## config.mk

```make
export PLATFORM = sky130hd
export DESIGN_NAME = power_rail_scanner
export DESIGN_NICKNAME = d
export VERILOG_FILES = /design/src/rtl/power_rail_scanner.sv
export SDC_FILE = /design/constraint.sdc
export NUM_CORES = 1
export LEC_CHECK = 0
export BUFFER_PORTS_ARGS = -buffer_cell sky130_fd_sc_hd__buf_2
export CAP_MARGIN = 20
export CORE_MARGIN = 2
export CORE_UTILIZATION = 53
export CTS_CLUSTER_DIAMETER = 120
export DETAILED_ROUTE_END_ITERATION = 6
export PLACE_DENSITY_LB_ADDON = 0.15
export SETUP_SLACK_MARGIN = 0.3
export SYNTH_ARGS = -nofsm -noshare
export SYNTH_HDL_FRONTEND = slang
export SYNTH_SLANG_ARGS = --single-unit
```

## constraint.sdc

```tcl
create_clock -name CLOCK_50 -period 2.2 [get_ports CLOCK_50]
set_input_delay 0.33 -clock CLOCK_50 [delete_from_list [all_inputs] [get_ports CLOCK_50]]
set_output_delay 0.33 -clock CLOCK_50 [all_outputs]
set_load 0.1 [all_outputs]
```

## src/rtl/power_rail_scanner.sv

```systemverilog
// Rotating rail monitor: steps an analog mux over NUM_CH rails, filters each sample,
// latches faults and drives the master kill switch. Define PWR_SCAN_LED_EN to add the led port.
module power_rail_scanner #(
  parameter int unsigned       NUM_CH        = 7,
  parameter int unsigned       SEL_W         = 3,
  parameter int unsigned       SETTLE_CYCLES = 512,
  parameter int unsigned       FILT_LEN      = 4,
  parameter logic [NUM_CH-1:0] KILL_MASK     = {NUM_CH{1'b1}}
) (
  input  logic              CLOCK_50,
  input  logic              reset,
  input  logic              enable,
  input  logic              kill_req,
  input  logic              fault_clear,
  input  logic              status_in,
  output logic [SEL_W-1:0]  mux_sel,
  output logic              kill_sw,
  output logic [NUM_CH-1:0] ch_ok,
  output logic [NUM_CH-1:0] fault_latched,
  output logic              scan_done,
  output logic              fault_irq
`ifdef PWR_SCAN_LED_EN
  ,
  output logic [NUM_CH-1:0] led
`endif
);

  localparam int unsigned      CntW        = (SETTLE_CYCLES > 1) ? $clog2(SETTLE_CYCLES) : 1;
  localparam logic [CntW-1:0]  SettleLast  = CntW'(SETTLE_CYCLES - 1);
  localparam logic [SEL_W-1:0] LastCh      = SEL_W'(NUM_CH - 1);
  localparam logic [3:0]       FiltLast    = 4'(FILT_LEN - 1);

  typedef enum logic [1:0] {StIdle, StSettle, StSample, StAdvance} state_e;

  state_e                  state_q;
  logic [CntW-1:0]         settle_cnt_q;
  logic [NUM_CH-1:0][3:0]  filt_cnt_q;
  logic [NUM_CH-1:0][3:0]  filt_cnt_d;
  logic [NUM_CH-1:0]       ch_ok_d;
  logic [NUM_CH-1:0]       new_bad;
  logic [NUM_CH-1:0]       fault_d;
  logic                    irq_pend_q;

  // Filter update for the selected channel; only active in the sample cycle.
  always_comb begin
    ch_ok_d    = ch_ok;
    filt_cnt_d = filt_cnt_q;
    new_bad    = '0;
    if (state_q == StSample) begin
      for (int i = 0; i < NUM_CH; i++) begin
        if (mux_sel == SEL_W'(i)) begin
          if (status_in == ch_ok[i]) begin
            filt_cnt_d[i] = '0;
          end else if (filt_cnt_q[i] == FiltLast) begin
            ch_ok_d[i]    = status_in;
            filt_cnt_d[i] = '0;
            new_bad[i]    = ~status_in;
          end else begin
            filt_cnt_d[i] = filt_cnt_q[i] + 4'd1;
          end
        end
      end
    end
    // A flip to bad in the same cycle overrides the clear.
    fault_d = (fault_latched & ~(fault_clear ? ch_ok : '0)) | new_bad;
  end

  always_ff @(posedge CLOCK_50) begin
    if (reset) begin
      state_q       <= StIdle;
      settle_cnt_q  <= '0;
      filt_cnt_q    <= '0;
      mux_sel       <= '0;
      kill_sw       <= 1'b0;
      ch_ok         <= '1;
      fault_latched <= '0;
      scan_done     <= 1'b0;
      fault_irq     <= 1'b0;
      irq_pend_q    <= 1'b0;
    end else begin
      kill_sw       <= enable & ~kill_req & ~|(fault_latched & KILL_MASK);
      ch_ok         <= ch_ok_d;
      filt_cnt_q    <= filt_cnt_d;
      fault_latched <= fault_d;
      irq_pend_q    <= |(new_bad & ~fault_latched);
      fault_irq     <= irq_pend_q;
      scan_done     <= 1'b0;
      unique case (state_q)
        StIdle: begin
          mux_sel      <= '0;
          settle_cnt_q <= '0;
          if (enable) state_q <= StSettle;
        end
        StSettle: begin
          if (settle_cnt_q == SettleLast) begin
            settle_cnt_q <= '0;
            state_q      <= StSample;
          end else begin
            settle_cnt_q <= settle_cnt_q + CntW'(1);
          end
        end
        StSample: state_q <= StAdvance;
        StAdvance: begin
          if (mux_sel == LastCh) begin
            mux_sel   <= '0;
            scan_done <= 1'b1;
          end else begin
            mux_sel <= mux_sel + SEL_W'(1);
          end
          // The channel in flight always completes; idle parks the mux on channel 0.
          if (!enable) begin
            mux_sel <= '0;
            state_q <= StIdle;
          end else begin
            state_q <= StSettle;
          end
        end
        default: state_q <= StIdle;
      endcase
    end
  end

`ifdef PWR_SCAN_LED_EN
  logic       blink_q;
  logic [2:0] blink_cnt_q;

  always_ff @(posedge CLOCK_50) begin
    if (reset) begin
      blink_q     <= 1'b0;
      blink_cnt_q <= '0;
    end else if (scan_done) begin
      blink_cnt_q <= blink_cnt_q + 3'd1;
      if (blink_cnt_q == 3'd7) blink_q <= ~blink_q;
    end
  end

  assign led = (ch_ok & ~fault_latched) | (fault_latched & {NUM_CH{blink_q}});
`endif

endmodule

```

Yosys cells after proc, flatten, opt, wreduce, memory -nomap -nowiden
Index checks and enable logic that the tools add are counted.
{"block": "totals", "input_bits": 6, "regBits": 60, "word_cells": 144}
{"block": "op_classes", "bitwise": 17, "n_reduce_logical": 23, "mux": 47, "add_sub_neg": 9, "n_eq_ne": 26}
{"cell": "$mux 4", "n": 14}
{"cell": "$add 4x1->4 const B", "n": 7}
{"cell": "$eq 4x2->1 const B", "n": 7}
{"cell": "$reduce_and 4->1", "n": 7}
{"cell": "$mux 1", "n": 23}
{"cell": "$pmux 9 s2", "n": 1}
{"cell": "$reduce_and 2->1", "n": 8}
{"cell": "$and 7x7->7", "n": 2}
{"cell": "$mux 7", "n": 2}
{"cell": "$not 7->7", "n": 2}
{"cell": "$reduce_or 7->1", "n": 2}
{"cell": "$not 1->1", "n": 10}
{"cell": "$add 9x1->9 const B", "n": 1}
{"cell": "$eq 3x3->1 const B", "n": 3}
{"cell": "$eq 9x9->1 const B", "n": 1}
{"cell": "$mux 9", "n": 1}
{"cell": "$pmux 2 s4", "n": 1}
{"cell": "$eq 1x1->1", "n": 7}
{"cell": "$or 7x7->7", "n": 1}
{"cell": "$eq 3x2->1 const B", "n": 2}
{"cell": "$mux 3", "n": 2}
{"cell": "$pmux 3 s2", "n": 1}
{"cell": "$eq 2x2->1 const B", "n": 2}
{"cell": "$mux 2", "n": 2}
{"cell": "10 further kinds", "n": 13}

Longest topological paths before layout
{"block": "logic_depth", "depth_word": 7, "ltp_mapped": 10, "depth_no_buf": 9}

Worst setup path before layout
Ideal clock, no wire load.
{"block": "synth_path", "path_type": "flip-flop to flip-flop", "start": "reg mux_sel[2]", "end": "reg ch_ok[4]", "arrival_time_ns": 2.147, "path_slack_ns": -0.067, "path_stages_with_launch": 6, "n_path_buf": 1, "period_less_slack_ns": 2.267, "setup_ns": 0.120, "path_cell_list": "dfxtp_1 -> buf_4 -> nand4bb_4 -> nor4b_4 -> nor2b_1 -> a211o_1"}
{"block": "synth_between", "elab_chain_cells": 2}
{"item": "from (decl)", "line_no": "16", "source": "output logic [SEL_W-1:0] mux_sel,"}
{"item": "from (signal assigned)", "line_no": "108", "source": "mux_sel <= mux_sel + SEL_W'(1);"}
{"item": "$eq 3x3->1", "line_no": "51", "source": "if (mux_sel == SEL_W'(i)) begin"}
{"item": "$reduce_and 4->1 (no line)"}
{"item": "to (signal assigned)", "line_no": "82", "source": "ch_ok <= ch_ok_d;"}
{"item": "to (decl)", "line_no": "18", "source": "output logic [NUM_CH-1:0] ch_ok,"}
Every way passes these cells.
A chain may end at the register's enable or synchronous reset.

Worst setup path after layout
{"block": "layout_path", "start": "reg settle_cnt_q[1]", "end": "reg settle_cnt_q[6]"}
{"block": "layout_between", "elab_chain_cells": 3, "elab_cells_between_ends": 4, "classes_between": "1 x add/sub; 1 x eq/ne; 2 x mux"}
{"item": "from (decl)", "line_no": "36", "source": "logic [CntW-1:0] settle_cnt_q;"}
{"item": "from (signal assigned)", "line_no": "99", "source": "settle_cnt_q <= settle_cnt_q + CntW'(1);"}
{"item": "$add 9x1->9 / $eq 9x9->1 (equally long branches)", "line_no": "99, 95"}
{"item": "$mux 9 (*)", "line_no": "95", "source": "if (settle_cnt_q == SettleLast) begin"}
{"item": "$pmux 9 s2 (*)", "line_no": "88", "source": "unique case (state_q)"}
Every way passes the cells marked *; elsewhere a longest branch is shown, timed or not.

==> results_dict.tcl <==
set metrics [dict create \
    grt_max_degree 30 \
    skew_ps 14.5 \
    timing.slew.headroom 0.635 \
    core_um2 5540 \
    io_buffers 25 \
    clkTransAtPathRegs_ps 70 \
    clock.fmax_mhz 548 \
    ys_seq_area_frac 0.391 \
    drc 0 \
    drv_slew 0 \
    seq_area_um2 1210 \
    clock-sinks 60 \
    synth-xor-area-share 0.0370 \
    holdWs_ps 250 \
    root_buffer "clkbuf_8" \
    ioPinCount 26 \
    fin_util 0.651 \
    grt_overflow 0 \
    area_delta_synth_final_pct 17.4 \
    multi_input_area_um2 1870 \
    cts_buffers 9 \
    die_x_um 80.2 \
    layout.nets 400 \
    synth_area_leaders "dfxtp_1 (39%), nor2_1 (6.3%), ha_1 (5.7%), a21oi_1 (4.6%), nand2_1 (3.7%)" \
    drt_iter0_drc 106 \
    tns_ps 0 \
    min_path_type "in -> reg" \
    clock_latency_ps 350 \
    grt_pass1_wl_um 10700 \
    rows 27 \
    vias_per_cell 5.64 \
    wl_per_cell_um 13.9 \
    stdcell_count 457 \
    htreeDepth 3 \
    ctsHoldBuffers 0 \
    ant_nets 0 \
    dpl_cell_area_um2 3290 \
    synth_top_family_by_area "simple AND/OR/NAND/NOR gates" \
    start_kind "flop" \
    place.gp.congestion 0.845 \
    status "completed" \
    die_h_um 80.2 \
    yosys_warnings 0 \
    grt_pass1_vias 2308 \
    final_common_cell "dfxtp_1" \
    fin_area_um2 3610 \
    synthesis.area_um2 3070 \
    routed-via-count 2576 \
    synth_edf_count 0 \
    synth_cells 348 \
    track_usage 0.214 \
    cp_max_fo 8 \
    synth-seq-cells 60 \
    final-setup-viol-count 0 \
    endpoint_kind "flop" \
    leakagePower_nw 1.37 \
    hpwl_um 4260 \
    finalCritPeriodShare 0.829 \
    cts_tree "built" \
    arrival_ps 2100 \
    layout-drive-gt1-share 0.200 \
    synth_compound_area_frac 0.166 \
    synth_nets 368 \
    synth_top_area_frac 0.391 \
    path_class "reg -> reg" \
    worst_slack_ps 376 \
    synth_cell_types 54 \
    first_pass_iters 5 \
    fin_total_pwr_mw 2.81 \
    antenna_found_initial 0 \
    rsz0062_at_grt "yes" \
    fillCellCount 476 \
    timing.final.crit_period_ps 1820 \
    maxCapViolations 0 \
    hold_viol 0 \
    antenna_cells 0 \
    synth.avg_cell_area_um2 8.83 \
    async_reset_ff_frac 0 \
    synth_ff_type "dfxtp_1" \
    pre_cts_ws_ps 230 \
    max-clock-path-buffers 2 \
    yosys.area.top_type "dfxtp_1" \
    synthSimpleGateAreaFrac 0.312 \
    tightest_slew_ps 548 \
    ir_drop_mv 0.605 \
    die-area_um2 6430 \
    required_ps 2480 \
    power_density_nw_per_um2 778 \
    dp_cells 437 \
    routed_wirelength_um 6360 \
    yosys-mux-area-fraction 0.00977 \
    layout_common_cells "dfxtp_1 (55), nor2_1 (52), nand2_1 (30)" \
    initial_core_util 0.555 \
    synthAdderAreaFrac 0.0570 \
]
registers in the layout, indices dropped and copies added, names as in the netlist:
| register | count |
|---|---|
| filt_cnt_q | 28 |
| irq_pend_q | 1 |
| state_q | 2 |
| mux_sel | 3 |
| kill_sw | 1 |
| fault_irq | 1 |
| fault_latched | 7 |
| scan_done | 1 |
| ch_ok | 7 |
| settle_cnt_q | 9 |
what timing repair did:
action / 4_1_cts / 5_1_grt
hold endpoints to repair: 0 / 0
pin swaps: 0 / 6
setup endpoints to repair: 11 / 18
gates cloned: 1 / 0
resized for setup: 5 / 10
setup buffers: 0 / 3
metal layers:
metal	up-vias	track usage	wire [um]
li1	1332	-	-
met1	1185	0.285	3140
met2	50	0.324	2850
met3	9	0.0438	275
met4	0	0.110	103
met5	-	0	0
synthesized netlist by cell type, drive strengths merged (4+ instances only):
master,n
ha,14
nand2,30
xnor2,9
buf,7
clkbuf,7
nand4bb,4
and3,4
a211o,5
a21oi,28
nand3,10
nor3,8
a31oi,7
dfxtp,60
o21ai,17
nor4b,4
nor2,52
nor2b,9
nand4,4
a22oi,6
a32oi,5
xor2,4
nor3b,9
nand4b,5
area by class of cell:
class                   instances  area share
multi-input cells             271       0.518
inverters                       4     0.00416
clock inverters                 3      0.0118
clock buffers                  13      0.0496
well taps                      72      0.0250
repair buffers                 34      0.0569
flip-flops and latches         60       0.335
critical path, stage by stage (launching register included):
cell	delay, ps
dfxtp_2	340
ha_4	160
and3_4	180
and3_4	180
and3_4	180
ha_4	160
nand2b_4	170
a31oi_1	160
o21ai_1	90
a21oi_1	140
report_power, final:
part / leakage (nW) / total [mW] / switching, mW / internal, mW
sequential: 0.486 / 1.16 / 0.0399 / 1.12
clock: 0.112 / 1.09 / 0.448 / 0.645
combinational: 0.773 / 0.555 / 0.352 / 0.203
kinds of logic after synthesis:
group	Yosys count
and+or+nand+nor	160
buffers and inverters	18
adders and majority gates	14
muxes	3
AOI/OAI and AO/OA	80
DFF	60
xor gates and xnor gates	13
final timing paths:
path | start | endpoint | slack, ps | cells past startpoint
setup / recovery | settle_cnt_q[1] | settle_cnt_q[6] | 380 | 9
hold / removal | kill_req | kill_sw | 250 | 3
setup reg to reg | settle_cnt_q[1] | settle_cnt_q[6] | 380 | 9
hold reg to reg | irq_pend_q | fault_irq | 480 | 1
Note: power is estimated with default switching activity, not from simulation.
